`config.mk`:
```
export PLATFORM = sky130hd
export DESIGN_NAME = sdcard_multi_reader_flat
export DESIGN_NICKNAME = d
export VERILOG_FILES = /design/src/rtl/sdcard_pkg.sv /design/src/rtl/sdcard_multi_reader_if.sv /design/src/rtl/sd_byte_packer.sv /design/src/rtl/sdcard_multi_reader.sv /design/src/flat_wrapper.sv
export SDC_FILE = /design/constraint.sdc
export NUM_CORES = 1
export LEC_CHECK = 0
export ABC_AREA = 0
export BUFFER_PORTS_ARGS = -buffer_cell sky130_fd_sc_hd__buf_2
export CELL_PAD_IN_SITES_DETAIL_PLACEMENT = 1
export CELL_PAD_IN_SITES_GLOBAL_PLACEMENT = 1
export CORE_ASPECT_RATIO = 1.5
export CORE_MARGIN = 2
export CORE_UTILIZATION = 30
export CTS_BUF_LIST = sky130_fd_sc_hd__clkbuf_4 sky130_fd_sc_hd__clkbuf_8
export DETAILED_ROUTE_END_ITERATION = 16
export HOLD_SLACK_MARGIN = 0.02
export PLACE_DENSITY_LB_ADDON = 0.1
export SLEW_MARGIN = 20
export SYNTH_ARGS = -nofsm -noshare
export SYNTH_HDL_FRONTEND = slang
export SYNTH_SLANG_ARGS = --single-unit
export TNS_END_PERCENT = 50
```
`constraint.sdc`:
```
create_clock -name CLOCK_50 -period 12.3 [get_ports CLOCK_50]
set_input_delay 1.23 -clock CLOCK_50 [delete_from_list [all_inputs] [get_ports CLOCK_50]]
set_output_delay 1.23 -clock CLOCK_50 [all_outputs]
set_load 0.005 [all_outputs]
```
`src/rtl/sdcard_pkg.sv`:
```
// Shared types and constants for the multi-block SD read engine.
package sdcard_pkg;

    localparam int SD_BLOCK_BYTES = 512;

    typedef enum logic [2:0] {
        ST_IDLE,
        ST_WAIT_CTRL,
        ST_STREAM,
        ST_BLK_END,
        ST_FINISH
    } state_t;

    typedef enum logic [1:0] {
        ERR_NONE    = 2'd0,
        ERR_CTRL    = 2'd1,
        ERR_TIMEOUT = 2'd2,
        ERR_ABORT   = 2'd3
    } err_code_t;

    // Resolves simultaneous fault sources; only called when at least one is active.
    function automatic err_code_t pick_err(input logic ctrl_hit, input logic tmo_hit);
        if (ctrl_hit) return ERR_CTRL;
        if (tmo_hit)  return ERR_TIMEOUT;
        return ERR_ABORT;
    endfunction

endpackage

```
`src/rtl/sdcard_multi_reader_if.sv`:
```
// Application-side request and word-stream bus of the SD multi-block reader.
interface sdcard_multi_reader_if
    import sdcard_pkg::*;
#(
    parameter int ID_W       = 10,
    parameter int NBLK_W     = 8,
    parameter int WORD_BYTES = 4
) ();
    logic                    req;
    logic                    req_ready;
    logic [ID_W-1:0]         img_id;
    logic [ID_W-1:0]         block_id;
    logic [NBLK_W-1:0]       nblocks;
    logic                    abort;
    logic [8*WORD_BYTES-1:0] m_data;
    logic                    m_valid;
    logic                    m_ready;
    logic                    m_last_blk;
    logic                    m_last;
    logic                    done;
    logic                    err;
    err_code_t               err_code;

    modport master (
        output req, img_id, block_id, nblocks, abort, m_ready,
        input  req_ready, m_data, m_valid, m_last_blk, m_last, done, err, err_code
    );

    modport slave (
        input  req, img_id, block_id, nblocks, abort, m_ready,
        output req_ready, m_data, m_valid, m_last_blk, m_last, done, err, err_code
    );
endinterface

```
`src/rtl/sd_byte_packer.sv`:
```
// Packs bytes (first byte in the low lane) into words with a one-word holding register.
module sd_byte_packer #(
    parameter int WORD_BYTES = 4
) (
    input  logic                    CLOCK_50,
    input  logic                    RESET,
    input  logic                    flush,
    input  logic                    in_valid,
    input  logic [7:0]              in_byte,
    input  logic                    in_last_blk,
    input  logic                    in_last,
    output logic                    in_ready,
    output logic [8*WORD_BYTES-1:0] out_data,
    output logic                    out_valid,
    input  logic                    out_ready,
    output logic                    out_last_blk,
    output logic                    out_last,
    output logic                    empty
);
    localparam int CNT_W = (WORD_BYTES > 1) ? $clog2(WORD_BYTES) : 1;
    localparam logic [CNT_W-1:0] CNT_MAX = CNT_W'(WORD_BYTES - 1);

    logic [CNT_W-1:0]        cnt;
    logic [8*WORD_BYTES-1:0] acc, word_nx, hold_q;
    logic                    valid_q, last_blk_q, last_q;

    always_comb begin
        word_nx = acc;
        for (int i = 0; i < WORD_BYTES; i++) begin
            if (cnt == CNT_W'(i)) word_nx[i*8 +: 8] = in_byte;
        end
    end

    // A byte may complete a word only if the holding register is free or draining now.
    assign in_ready     = !valid_q || out_ready;
    assign out_data     = hold_q;
    assign out_valid    = valid_q;
    assign out_last_blk = last_blk_q;
    assign out_last     = last_q;
    assign empty        = (cnt == '0) && !valid_q;

    always_ff @(posedge CLOCK_50) begin
        // NOTE: the data registers are reset as well so m_data reads 0 after reset or flush.
        if (RESET || flush) begin
            cnt        <= '0;
            acc        <= '0;
            hold_q     <= '0;
            valid_q    <= 1'b0;
            last_blk_q <= 1'b0;
            last_q     <= 1'b0;
        end else begin
            if (valid_q && out_ready) valid_q <= 1'b0;
            if (in_valid) begin
                if (cnt == CNT_MAX) begin
                    hold_q     <= word_nx;
                    last_blk_q <= in_last_blk;
                    last_q     <= in_last;
                    valid_q    <= 1'b1;
                    cnt        <= '0;
                end else begin
                    acc <= word_nx;
                    cnt <= cnt + 1'b1;
                end
            end
        end
    end
endmodule

```
`src/rtl/sdcard_multi_reader.sv`:
```
// Multi-block SD read engine: sector addressing, byte handshake with sd_controller,
// word packing with backpressure, timeout/abort/error reporting.
module sdcard_multi_reader
    import sdcard_pkg::*;
#(
    parameter logic [31:0] BASE_SECTOR    = 32'd24832,
    parameter logic [31:0] IMG_STRIDE     = 32'd856,
    parameter int          ID_W           = 10,
    parameter int          NBLK_W         = 8,
    parameter int          WORD_BYTES     = 4,
    parameter logic [31:0] TIMEOUT_CYCLES = 32'd5_000_000,
    parameter logic [7:0]  CTRL_IDLE_CODE = 8'h11
) (
    input  logic                 CLOCK_50,
    input  logic                 RESET,
    sdcard_multi_reader_if.slave app,
    output logic                 ctl_rd,
    output logic [31:0]          ctl_addr,
    output logic                 ctl_dout_taken,
    input  logic [7:0]           ctl_dout,
    input  logic                 ctl_dout_avail,
    input  logic                 ctl_busy,
    input  logic                 ctl_error,
    input  logic [7:0]           ctl_fsm
);
    localparam logic [9:0] LAST_BYTE = 10'(SD_BLOCK_BYTES - 1);

    state_t            state, state_nx;
    err_code_t         err_code_q;
    logic [31:0]       addr_q, tmo_cnt;
    logic [NBLK_W-1:0] nblk_q, k_q, k_inc;
    logic [9:0]        byte_cnt;
    logic [ID_W-1:0]   img_s, blk_s;
    logic              taken_q, take, accept, active, done;
    logic              ctrl_hit, tmo_hit, abort_hit, fault;
    logic              pk_flush, pk_in_ready, pk_empty, byte_last_blk, byte_last;

    assign img_s  = app.img_id;
    assign blk_s  = app.block_id;
    assign k_inc  = k_q + 1'b1;
    assign accept = app.req && (state == ST_IDLE);
    assign active = (state == ST_WAIT_CTRL) || (state == ST_STREAM);

    // Abort is ignored once a fault is latched, so a held abort cannot starve done.
    assign ctrl_hit  = active && ctl_error;
    assign tmo_hit   = active && (tmo_cnt >= TIMEOUT_CYCLES);
    assign abort_hit = app.abort && (state != ST_IDLE) && (err_code_q == ERR_NONE);
    assign fault     = ctrl_hit || tmo_hit || abort_hit;

    assign byte_last_blk = (byte_cnt == LAST_BYTE);
    assign byte_last     = byte_last_blk && (k_inc == nblk_q);

    always_comb begin
        // NOTE: every output of this block gets a default first, so no latch can be inferred.
        state_nx = state;
        take     = 1'b0;
        pk_flush = 1'b0;
        case (state)
            ST_IDLE:      if (accept) state_nx = (app.nblocks == '0) ? ST_FINISH : ST_WAIT_CTRL;
            ST_WAIT_CTRL: if (ctl_fsm == CTRL_IDLE_CODE && !ctl_busy) state_nx = ST_STREAM;
            ST_STREAM: begin
                take = ctl_dout_avail && !taken_q && pk_in_ready;
                if (take && byte_last_blk) state_nx = ST_BLK_END;
            end
            ST_BLK_END:   state_nx = (k_inc == nblk_q) ? ST_FINISH : ST_WAIT_CTRL;
            ST_FINISH:    if (pk_empty) state_nx = ST_IDLE;
            default:      state_nx = ST_IDLE;
        endcase
        if (fault) begin
            take     = 1'b0;
            pk_flush = 1'b1;
            state_nx = ST_FINISH;
        end
        done = (state == ST_FINISH) && pk_empty && !fault;
    end

    always_ff @(posedge CLOCK_50) begin
        // NOTE: sequential state uses non-blocking assignments so every register sees pre-edge values.
        if (RESET) begin
            state      <= ST_IDLE;
            addr_q     <= BASE_SECTOR;
            nblk_q     <= '0;
            k_q        <= '0;
            byte_cnt   <= '0;
            tmo_cnt    <= '0;
            err_code_q <= ERR_NONE;
            taken_q    <= 1'b0;
        end else begin
            state   <= state_nx;
            taken_q <= take;
            tmo_cnt <= (state_nx != state || take || !active) ? 32'd0 : tmo_cnt + 32'd1;
            if (take) byte_cnt <= byte_cnt + 10'd1;
            if (accept) begin
                addr_q     <= BASE_SECTOR + 32'(img_s) * IMG_STRIDE + 32'(blk_s);
                nblk_q     <= app.nblocks;
                k_q        <= '0;
                byte_cnt   <= '0;
                err_code_q <= ERR_NONE;
            end
            if (state == ST_BLK_END) begin
                k_q      <= k_inc;
                addr_q   <= addr_q + 32'd1;
                byte_cnt <= '0;
            end
            if (fault) err_code_q <= pick_err(ctrl_hit, tmo_hit);
        end
    end

    sd_byte_packer #(.WORD_BYTES(WORD_BYTES)) u_packer (
        .CLOCK_50     (CLOCK_50),
        .RESET        (RESET),
        .flush        (pk_flush),
        .in_valid     (take),
        .in_byte      (ctl_dout),
        .in_last_blk  (byte_last_blk),
        .in_last      (byte_last),
        .in_ready     (pk_in_ready),
        .out_data     (app.m_data),
        .out_valid    (app.m_valid),
        .out_ready    (app.m_ready),
        .out_last_blk (app.m_last_blk),
        .out_last     (app.m_last),
        .empty        (pk_empty)
    );

    assign ctl_rd         = (state == ST_STREAM);
    assign ctl_addr       = addr_q;
    assign ctl_dout_taken = taken_q;
    assign app.req_ready  = (state == ST_IDLE);
    assign app.done       = done;
    assign app.err        = done && (err_code_q != ERR_NONE);
    assign app.err_code   = err_code_q;
endmodule

```
`src/flat_wrapper.sv`:
```
// flat-port wrapper written by rule: the top's interface ports become plain ports
module sdcard_multi_reader_flat import sdcard_pkg::*;
#(
    parameter logic [31:0] BASE_SECTOR    = 32'd24832,
    parameter logic [31:0] IMG_STRIDE     = 32'd856,
    parameter int          ID_W           = 10,
    parameter int          NBLK_W         = 8,
    parameter int          WORD_BYTES     = 4,
    parameter logic [31:0] TIMEOUT_CYCLES = 32'd5_000_000,
    parameter logic [7:0]  CTRL_IDLE_CODE = 8'h11
)
  (CLOCK_50, RESET, ctl_rd, ctl_addr, ctl_dout_taken, ctl_dout, ctl_dout_avail, ctl_busy, ctl_error, ctl_fsm, app_req, app_img_id, app_block_id, app_nblocks, app_abort, app_m_ready, app_req_ready, app_m_data, app_m_valid, app_m_last_blk, app_m_last, app_done, app_err, app_err_code);
  sdcard_multi_reader_if #(.ID_W(ID_W), .NBLK_W(NBLK_W), .WORD_BYTES(WORD_BYTES)) app_i ();
  input  logic CLOCK_50;
  input  logic RESET;
  output logic ctl_rd;
  output logic [31:0] ctl_addr;
  output logic ctl_dout_taken;
  input  logic [7:0] ctl_dout;
  input  logic ctl_dout_avail;
  input  logic ctl_busy;
  input  logic ctl_error;
  input  logic [7:0] ctl_fsm;
  input wire logic [$bits(app_i.req)-1:0] app_req;
  input wire logic [$bits(app_i.img_id)-1:0] app_img_id;
  input wire logic [$bits(app_i.block_id)-1:0] app_block_id;
  input wire logic [$bits(app_i.nblocks)-1:0] app_nblocks;
  input wire logic [$bits(app_i.abort)-1:0] app_abort;
  input wire logic [$bits(app_i.m_ready)-1:0] app_m_ready;
  output wire logic [$bits(app_i.req_ready)-1:0] app_req_ready;
  output wire logic [$bits(app_i.m_data)-1:0] app_m_data;
  output wire logic [$bits(app_i.m_valid)-1:0] app_m_valid;
  output wire logic [$bits(app_i.m_last_blk)-1:0] app_m_last_blk;
  output wire logic [$bits(app_i.m_last)-1:0] app_m_last;
  output wire logic [$bits(app_i.done)-1:0] app_done;
  output wire logic [$bits(app_i.err)-1:0] app_err;
  output wire logic [$bits(app_i.err_code)-1:0] app_err_code;
  assign app_i.req = app_req;
  assign app_i.img_id = app_img_id;
  assign app_i.block_id = app_block_id;
  assign app_i.nblocks = app_nblocks;
  assign app_i.abort = app_abort;
  assign app_i.m_ready = app_m_ready;
  assign app_req_ready = app_i.req_ready;
  assign app_m_data = app_i.m_data;
  assign app_m_valid = app_i.m_valid;
  assign app_m_last_blk = app_i.m_last_blk;
  assign app_m_last = app_i.m_last;
  assign app_done = app_i.done;
  assign app_err = app_i.err;
  assign app_err_code = app_i.err_code;
  sdcard_multi_reader #(.BASE_SECTOR(BASE_SECTOR), .IMG_STRIDE(IMG_STRIDE), .ID_W(ID_W), .NBLK_W(NBLK_W), .WORD_BYTES(WORD_BYTES), .TIMEOUT_CYCLES(TIMEOUT_CYCLES), .CTRL_IDLE_CODE(CTRL_IDLE_CODE)) u_core (.CLOCK_50(CLOCK_50), .RESET(RESET), .app(app_i), .ctl_rd(ctl_rd), .ctl_addr(ctl_addr), .ctl_dout_taken(ctl_dout_taken), .ctl_dout(ctl_dout), .ctl_dout_avail(ctl_dout_avail), .ctl_busy(ctl_busy), .ctl_error(ctl_error), .ctl_fsm(ctl_fsm));
endmodule
```
==> metrics.txt, run 1 <==
# TYPE chip_impl_metric gauge
chip_impl_info{name="run_status",value="complete, no violations"} 1
chip_impl_metric{name="post_synth_inst_count",unit=""} 1082
chip_impl_metric{name="finalSetupViolCount",unit=""} 0
chip_impl_metric{name="fin_area",unit="mm²"} 0.0107
chip_impl_metric{name="nNetsFinal",unit=""} 1327
chip_impl_metric{name="timing.hold.worst_path_depth",unit=""} 2
chip_impl_metric{name="numClockSinks",unit=""} 157
chip_impl_metric{name="seq_area_frac_synth",unit="%"} 33.9
chip_impl_info{name="cts_tree",value="yes"} 1
chip_impl_metric{name="path_max_fanout",unit=""} 10
chip_impl_metric{name="worst_ep_required_time",unit="ns"} 12.65
chip_impl_metric{name="drt-pass1-iter-count",unit=""} 4
chip_impl_metric{name="dpl.cell_count",unit=""} 1571
chip_impl_metric{name="fp.dieArea",unit="mm²"} 0.0323
chip_impl_metric{name="clkTransAtPathRegs",unit="ns"} 0.08
chip_impl_metric{name="detailroute.via_count",unit=""} 7851
chip_impl_info{name="setup_repair_after_global_routing_missed_its_margin",value="false"} 1
chip_impl_metric{name="max_cap_violations",unit=""} 0
chip_impl_metric{name="synth.avg_cell_area",unit="µm²"} 8.57
chip_impl_metric{name="initial_core_util",unit="%"} 30.5
chip_impl_metric{name="place_congestion",unit=""} 0.750
chip_impl_metric{name="drive_gt1_share",unit="%"} 16.0
chip_impl_metric{name="io_buffer_count",unit=""} 125
chip_impl_info{name="setup.worst_path.end_class",value="flop"} 1
chip_impl_metric{name="synth-edff-count",unit=""} 0
chip_impl_metric{name="clock_insertion_delay_worst_skew",unit="ns"} 0.48
chip_impl_metric{name="asyncSetResetFlopFracSynth",unit="%"} 0
chip_impl_metric{name="final.setup.worst_slack",unit="ns"} 6.68
chip_impl_metric{name="detail_route.wl_per_cell",unit="µm"} 16.5
chip_impl_metric{name="fin_tns_setup",unit="ns"} 0
chip_impl_metric{name="post-place-ws",unit="ns"} 6.11
chip_impl_metric{name="timing.final.max_slew_violations",unit=""} 0
chip_impl_metric{name="insertedDiodeCount",unit=""} 0
chip_impl_metric{name="reg2reg_setup_slack",unit="ns"} 8.97
chip_impl_metric{name="via_per_inst",unit=""} 4.90
chip_impl_metric{name="cts_htree_levels",unit=""} 4
chip_impl_metric{name="final_cell_count_no_fill",unit=""} 1603
chip_impl_metric{name="fillCellCount",unit=""} 3657
chip_impl_metric{name="post_synth_num_cell_types",unit=""} 79
chip_impl_metric{name="route.antenna.remaining_nets",unit=""} 0
chip_impl_metric{name="die_w",unit="µm"} 148
chip_impl_metric{name="r2r_cells",unit=""} 10
chip_impl_metric{name="fmax",unit="GHz"} 0.178
chip_impl_info{name="holdCritStartpoint",value="u_core.u_packer.out_data[30]$_SDFFE_PP0P_"} 1
chip_impl_metric{name="final_period_minus_worst_setup_slack",unit="ns"} 5.62
chip_impl_metric{name="clk_path_buf_depth",unit=""} 2
chip_impl_info{name="postSynth.topFlopCell",value="sky130_fd_sc_hd__dfxtp_1"} 1
chip_impl_metric{name="worst-slew-pin-transition",unit="ns"} 0.935
chip_impl_metric{name="grt_start_max_net_pins",unit=""} 65
chip_impl_info{name="synth.top_cells.by_count",value="sky130_fd_sc_hd__dfxtp_1, sky130_fd_sc_hd__nor2_1, sky130_fd_sc_hd__nand2_1, sky130_fd_sc_hd__ha_1, sky130_fd_sc_hd__a21oi_1"} 1
chip_impl_info{name="hp-class",value="flop to flop"} 1
chip_impl_metric{name="grt_pass1_vias",unit=""} 8068
chip_impl_metric{name="detailedPlacementHpwl",unit="µm"} 20600
chip_impl_metric{name="grt_usage",unit="%"} 16.8
chip_impl_metric{name="skew",unit="ns"} 0.0127
chip_impl_metric{name="ys_ff_latch",unit=""} 157
chip_impl_info{name="destination_of_the_worst_register_to_register_timing_path",value="u_core.u_packer.acc[1]$_SDFFE_PP0P_"} 1
chip_impl_info{name="synth.area.top_cells",value="sky130_fd_sc_hd__dfxtp_1, sky130_fd_sc_hd__ha_1, sky130_fd_sc_hd__nor2_1"} 1
chip_impl_metric{name="cts_hold_repair.buffers",unit=""} 0
chip_impl_info{name="r2r_start",value="u_core.tmo_cnt[6]$_SDFF_PP0_"} 1
chip_impl_metric{name="power-per-cell-area",unit="mW/mm²"} 184
chip_impl_metric{name="final_hold_vio_count",unit=""} 0
chip_impl_info{name="min_delay_worst_endpoint",value="u_core.u_packer.out_data[30]$_SDFFE_PP0P_"} 1
chip_impl_metric{name="synth.yosys.warnings",unit=""} 0
chip_impl_metric{name="placement_rows",unit=""} 78
chip_impl_metric{name="place_area",unit="mm²"} 0.0103
chip_impl_metric{name="drcViolationCount",unit=""} 0
chip_impl_metric{name="die_y",unit="µm"} 219
chip_impl_info{name="yosys.cell_count.top_type",value="sky130_fd_sc_hd__dfxtp_1"} 1
chip_impl_metric{name="antenna_found_initial",unit=""} 0
chip_impl_metric{name="post-synth-top-area-fraction",unit="%"} 33.9
chip_impl_info{name="synth_largest_area_cell",value="sky130_fd_sc_hd__dfxtp_1"} 1
chip_impl_metric{name="globalRoute.totalOverflow",unit=""} 0
chip_impl_metric{name="routed_wl",unit="µm"} 26500
chip_impl_metric{name="wire_length_of_the_first_global_routing_pass",unit="µm"} 42600
chip_impl_metric{name="initialDrtViolationCount",unit=""} 268
chip_impl_metric{name="relSlewSlack",unit="%"} 37.4
chip_impl_metric{name="power.leakage",unit="nW"} 4.49
chip_impl_metric{name="buffer_count_from_post_cts_setup_fixing",unit=""} 0
chip_impl_metric{name="ioPinCount",unit=""} 126
chip_impl_info{name="cp-start-kind",value="input port"} 1
chip_impl_info{name="root_buffer",value="sky130_fd_sc_hd__clkbuf_8"} 1
chip_impl_metric{name="irDropWorstVdd",unit="mV"} 0.102
chip_impl_metric{name="area_growth_syn_to_layout",unit="%"} 15.1
chip_impl_metric{name="cts_resized",unit=""} 0
chip_impl_metric{name="crit_arrival",unit="ns"} 5.96
chip_impl_metric{name="cts_buffers",unit=""} 17
chip_impl_metric{name="total_power",unit="mW"} 1.96
chip_impl_metric{name="final_min_period_over_clock_period",unit="%"} 45.7
chip_impl_metric{name="design.core.area",unit="mm²"} 0.0304
chip_impl_metric{name="mappedNetlistArea",unit="mm²"} 0.00927
chip_impl_info{name="timing_worst_setup_path_type",value="input port to flop"} 1
==> layer usage <==
| metal | up-vias | share of wire [%] | global-route usage [%] |
|---|---|---|---|
| li1 | 3955 | - | - |
| met4 | 0 | 2.1 | 5.61 |
| met3 | 24 | 4.0 | 3.85 |
| met5 | - | 0 | 0 |
| met2 | 120 | 54 | 32.2 |
| met1 | 3752 | 40 | 17.9 |
==> flip-flops by register name, indices dropped and copies added (netlist names), 2 cells and up <==
register and flops:
u_core.tmo_cnt 32, u_core.u_packer.out_data 32, u_core.byte_cnt 10, u_core.state 3
u_core.nblk_q 8, u_core.app.err_code 2, u_core.u_packer.acc 24, u_core.ctl_addr 32
u_core.k_q 8, u_core.u_packer.cnt 2
==> worst max-delay path, cell delays in order <==
cell and delay [ns]:
sky130_fd_sc_hd__buf_2 0.12, sky130_fd_sc_hd__ha_1 0.35, sky130_fd_sc_hd__fa_1 0.52, sky130_fd_sc_hd__fa_1 0.54, sky130_fd_sc_hd__inv_1 0.05, sky130_fd_sc_hd__fa_1 0.50
sky130_fd_sc_hd__inv_1 0.04, sky130_fd_sc_hd__ha_1 0.49, sky130_fd_sc_hd__o2111ai_1 0.27, sky130_fd_sc_hd__nand3_1 0.15, sky130_fd_sc_hd__o211ai_1 0.11, sky130_fd_sc_hd__xnor2_1 0.53
sky130_fd_sc_hd__o311ai_2 0.22, sky130_fd_sc_hd__xor2_2 0.22, sky130_fd_sc_hd__nor4_2 0.32, sky130_fd_sc_hd__mux2i_1 0.21, sky130_fd_sc_hd__o22ai_1 0.09
==> per-stage QoR <==
stage	utilization [%]	hold slack [ns]
2_1_floorplan	-	0.437
3_3_place_gp	33.9	0.434
3_5_place_dp	33.9	0.442
4_1_cts	35.2	0.454
5_1_grt	35.2	0.475
6_report	35.2	0.449
==> logic make-up (layout without fill, tap and decap cells) <==
kind of cell | count (synthesis) | count (layout) | synth area share, %
and+or+nand+nor | 418 | 418 | 21.6
AOI/OAI and AO/OA | 183 | 183 | 13.2
DFF | 157 | 157 | 33.9
buffers and inverters | 100 | 213 | 4.14
adders and majority gates | 85 | 85 | 13.0
xor gates and xnor gates | 82 | 82 | 7.99
muxes | 56 | 56 | 6.10
other | 1 | 9 | 0.0405
==> where the power goes <==
group | internal (mW) | leakage, nW | total, mW | switching [mW]
logic | 0.396 | 3.01 | 0.992 | 0.597
registers | 0.541 | 1.27 | 0.586 | 0.0442
clock network | 0.192 | 0.210 | 0.383 | 0.192
total | 1.13 | 4.49 | 1.96 | 0.832
==> cell usage in the layout (no fill, tap or decap), types with 8 or more instances in the layout <==
master / count
sky130_fd_sc_hd__o21ai_0: 25
sky130_fd_sc_hd__nand2b_1: 9
sky130_fd_sc_hd__dfxtp_1: 157
sky130_fd_sc_hd__nor4_1: 8
sky130_fd_sc_hd__o21a_1: 8
sky130_fd_sc_hd__nand4_1: 13
sky130_fd_sc_hd__buf_2: 125
sky130_fd_sc_hd__inv_1: 49
sky130_fd_sc_hd__fa_1: 19
sky130_fd_sc_hd__mux2i_1: 52
sky130_fd_sc_hd__nand2_1: 92
sky130_fd_sc_hd__ha_1: 66
sky130_fd_sc_hd__nor3_1: 23
sky130_fd_sc_hd__a31oi_1: 8
sky130_fd_sc_hd__nand3_1: 48
sky130_fd_sc_hd__conb_1: 9
sky130_fd_sc_hd__a211oi_1: 31
sky130_fd_sc_hd__nor2_1: 154
sky130_fd_sc_hd__a21oi_1: 60
sky130_fd_sc_hd__clkbuf_8: 22
sky130_fd_sc_hd__xnor2_1: 47
sky130_fd_sc_hd__and3_1: 15
sky130_fd_sc_hd__xor2_1: 32
==> worst max path at each step <==
stage,to,startpoint,cells after the start
floorplan,u_core.ctl_addr[19]$_SDFFE_PP0P_,app_img_id[2],17
global placement,u_core.ctl_addr[19]$_SDFFE_PP0P_,app_img_id[1],17
detailed placement,u_core.ctl_addr[19]$_SDFFE_PP0P_,app_img_id[1],17
CTS,u_core.ctl_addr[19]$_SDFFE_PP0P_,app_img_id[1],17
global route,u_core.ctl_addr[19]$_SDFFE_PP0P_,app_img_id[1],17
finish,u_core.ctl_addr[19]$_SDFFE_PP0P_,app_img_id[1],17
==> area by class of cell <==
class / instances / area (µm²) / share of cell area (%)
clock buffers: 25 / 325 / 3.05
clock inverters: 7 / 60.1 / 0.563
inverters: 49 / 184 / 1.72
multi-input cells: 833 / 5780 / 54.2
flip-flops and latches: 157 / 3140 / 29.5
well taps: 400 / 500 / 4.69
repair buffers: 132 / 678 / 6.36
(Power assumes the default switching activity.)
==> inputs of run 2 (changes only) <==
Clock period 12.3 ns to 5.48 ns, I/O delays scaled along.
==> metrics.txt, run 2 (synthesis gave the netlist of run 1 again) <==
# TYPE chip_impl_metric gauge
chip_impl_info{name="run_status",value="complete, no violations"} 1
chip_impl_metric{name="die_w",unit="µm"} 148
chip_impl_info{name="cp-startpoint",value="app_img_id[1]"} 1
chip_impl_info{name="cp-start-kind",value="input port"} 1
chip_impl_metric{name="initial_core_util",unit="%"} 30.5
chip_impl_metric{name="cts_resized",unit=""} 0
chip_impl_info{name="holdCritStartpoint",value="app_nblocks[4]"} 1
chip_impl_metric{name="drive_gt1_share",unit="%"} 16.5
chip_impl_metric{name="detailroute.via_count",unit=""} 7944
chip_impl_info{name="destination_of_the_worst_register_to_register_timing_path",value="u_core.u_packer.acc[6]$_SDFFE_PP0P_"} 1
chip_impl_metric{name="route.antenna.remaining_nets",unit=""} 0
chip_impl_metric{name="reg2reg_setup_slack",unit="ns"} 2.21
chip_impl_metric{name="globalRoute.totalOverflow",unit=""} 0
chip_impl_info{name="min_delay_worst_endpoint",value="u_core.nblk_q[4]$_SDFFE_PP0P_"} 1
chip_impl_metric{name="buffer_count_from_post_cts_setup_fixing",unit=""} 0
chip_impl_metric{name="post-place-ws",unit="ns"} 0.103
chip_impl_metric{name="power-per-cell-area",unit="mW/mm²"} 425
chip_impl_metric{name="dpl.cell_count",unit=""} 1578
chip_impl_info{name="hp-class",value="input port to flop"} 1
chip_impl_metric{name="drcViolationCount",unit=""} 0
chip_impl_metric{name="fmax",unit="GHz"} 0.207
chip_impl_metric{name="place_congestion",unit=""} 0.774
chip_impl_metric{name="crit_arrival",unit="ns"} 5.16
chip_impl_metric{name="area_growth_syn_to_layout",unit="%"} 16.2
chip_impl_metric{name="die_y",unit="µm"} 219
chip_impl_metric{name="worst_ep_required_time",unit="ns"} 5.82
chip_impl_metric{name="ioPinCount",unit=""} 126
chip_impl_metric{name="design.core.area",unit="mm²"} 0.0304
chip_impl_metric{name="clkTransAtPathRegs",unit="ns"} 0.09
chip_impl_metric{name="via_per_inst",unit=""} 4.93
chip_impl_metric{name="final_hold_vio_count",unit=""} 0
chip_impl_metric{name="nNetsFinal",unit=""} 1334
chip_impl_metric{name="path_max_fanout",unit=""} 10
chip_impl_metric{name="antenna_found_initial",unit=""} 1
chip_impl_metric{name="detailedPlacementHpwl",unit="µm"} 20400
chip_impl_metric{name="timing.final.max_slew_violations",unit=""} 0
chip_impl_metric{name="numClockSinks",unit=""} 157
chip_impl_metric{name="clk_path_buf_depth",unit=""} 2
chip_impl_metric{name="routed_wl",unit="µm"} 26400
chip_impl_metric{name="finalSetupViolCount",unit=""} 0
chip_impl_metric{name="fp.dieArea",unit="mm²"} 0.0323
chip_impl_metric{name="cts_htree_levels",unit=""} 4
chip_impl_metric{name="clock_insertion_delay_worst_skew",unit="ns"} 0.48
chip_impl_info{name="setup_repair_after_global_routing_missed_its_margin",value="false"} 1
chip_impl_metric{name="timing.hold.worst_path_depth",unit=""} 3
chip_impl_info{name="setup.worst_path.end_class",value="flop"} 1
chip_impl_metric{name="relSlewSlack",unit="%"} 34.9
chip_impl_info{name="cts_tree",value="yes"} 1
chip_impl_info{name="root_buffer",value="sky130_fd_sc_hd__clkbuf_8"} 1
chip_impl_metric{name="initialDrtViolationCount",unit=""} 217
chip_impl_metric{name="worst-slew-pin-transition",unit="ns"} 0.971
chip_impl_info{name="timing_worst_setup_path_type",value="input port to flop"} 1
chip_impl_info{name="mostFrequentLayoutCells",value="sky130_fd_sc_hd__dfxtp_1, sky130_fd_sc_hd__nor2_1, sky130_fd_sc_hd__buf_2"} 1
chip_impl_metric{name="detail_route.wl_per_cell",unit="µm"} 16.4
chip_impl_info{name="layout_commonest_cell",value="sky130_fd_sc_hd__dfxtp_1"} 1
chip_impl_metric{name="grt_start_max_net_pins",unit=""} 65
chip_impl_metric{name="finalCoreUtilization",unit="%"} 35.5
chip_impl_metric{name="drt-pass1-iter-count",unit=""} 4
chip_impl_metric{name="skew",unit="ns"} 0.0181
chip_impl_metric{name="irDropWorstVdd",unit="mV"} 0.198
chip_impl_metric{name="wire_length_of_the_first_global_routing_pass",unit="µm"} 42800
chip_impl_metric{name="placement_rows",unit=""} 78
chip_impl_metric{name="grt_pass1_vias",unit=""} 8205
chip_impl_metric{name="grt_usage",unit="%"} 16.9
chip_impl_metric{name="cts_hold_repair.buffers",unit=""} 0
chip_impl_metric{name="r2r_cells",unit=""} 10
chip_impl_metric{name="fin_tns_setup",unit="ns"} 0
chip_impl_metric{name="final_period_minus_worst_setup_slack",unit="ns"} 4.82
chip_impl_metric{name="final_min_period_over_clock_period",unit="%"} 88.0
chip_impl_metric{name="io_buffer_count",unit=""} 125
chip_impl_metric{name="power.leakage",unit="nW"} 4.53
chip_impl_metric{name="final.setup.worst_slack",unit="ns"} 0.660
chip_impl_metric{name="final_cell_count_no_fill",unit=""} 1611
chip_impl_metric{name="max_cap_violations",unit=""} 0
chip_impl_metric{name="cts_buffers",unit=""} 17
chip_impl_info{name="r2r_start",value="u_core.tmo_cnt[6]$_SDFF_PP0_"} 1
run 2: per-layer routing:
| layer | vias up | GRT usage (%) | wire (µm) |
|---|---|---|---|
| met5 | - | 0 | 0 |
| met4 | 0 | 5.67 | 416 |
| met3 | 20 | 3.22 | 958 |
| met2 | 118 | 33.4 | 14600 |
| met1 | 3831 | 17.4 | 10400 |
| li1 | 3975 | - | - |
run 2: per-stage QoR:
step | power [mW] | hold WS [ns] | instance area [µm²]
floorplan | 3.05 | 0.437 | 9300
global placement | 3.67 | 0.437 | 10300
detailed placement | 3.69 | 0.440 | 10300
CTS | 4.66 | 0.257 | 10800
global route | 4.97 | 0.288 | 10800
finish | 4.57 | 0.313 | 10800
run 2: worst max-delay path by stage:
stage               depth (start not counted)                                to  slack [ns]
floorplan                                  17  u_core.ctl_addr[19]$_SDFFE_PP0P_        0.53
global placement                           17  u_core.ctl_addr[19]$_SDFFE_PP0P_        0.17
global route                               17  u_core.ctl_addr[19]$_SDFFE_PP0P_        0.41
detailed placement                         17  u_core.ctl_addr[19]$_SDFFE_PP0P_        0.10
CTS                                        17  u_core.ctl_addr[19]$_SDFFE_PP0P_        0.65
finish                                     17  u_core.ctl_addr[19]$_SDFFE_PP0P_        0.66
run 2: area by class of cell:
| type | instances | area [µm²] |
|---|---|---|
| antenna | 1 | 2.50 |
| clock buffer | 22 | 290 |
| clock inverter | 10 | 138 |
| fill | 3610 | 19600 |
| inverter | 49 | 184 |
| multi-input combinational | 833 | 5780 |
| sequential | 157 | 3140 |
| tap | 400 | 500 |
| timing repair buffer | 139 | 731 |
run 2: where the power goes:
group	total, mW	internal, mW	switching (mW)
sequential	1.31	1.22	0.0959
clock	0.947	0.496	0.451
combinational	2.31	0.952	1.36
total	4.57	2.66	1.91
run 2: worst max-delay path: stages:
cell	delay, ns
sky130_fd_sc_hd__buf_2	0.12
sky130_fd_sc_hd__ha_1	0.35
sky130_fd_sc_hd__fa_1	0.52
sky130_fd_sc_hd__fa_1	0.54
sky130_fd_sc_hd__inv_1	0.05
sky130_fd_sc_hd__fa_1	0.50
sky130_fd_sc_hd__inv_1	0.04
sky130_fd_sc_hd__ha_1	0.50
sky130_fd_sc_hd__o2111ai_1	0.24
sky130_fd_sc_hd__and2_1	0.23
sky130_fd_sc_hd__xor2_1	0.30
sky130_fd_sc_hd__nor3_4	0.10
sky130_fd_sc_hd__o311ai_2	0.33
sky130_fd_sc_hd__xor2_2	0.18
sky130_fd_sc_hd__nor4_2	0.31
sky130_fd_sc_hd__mux2i_1	0.21
sky130_fd_sc_hd__o22ai_1	0.09
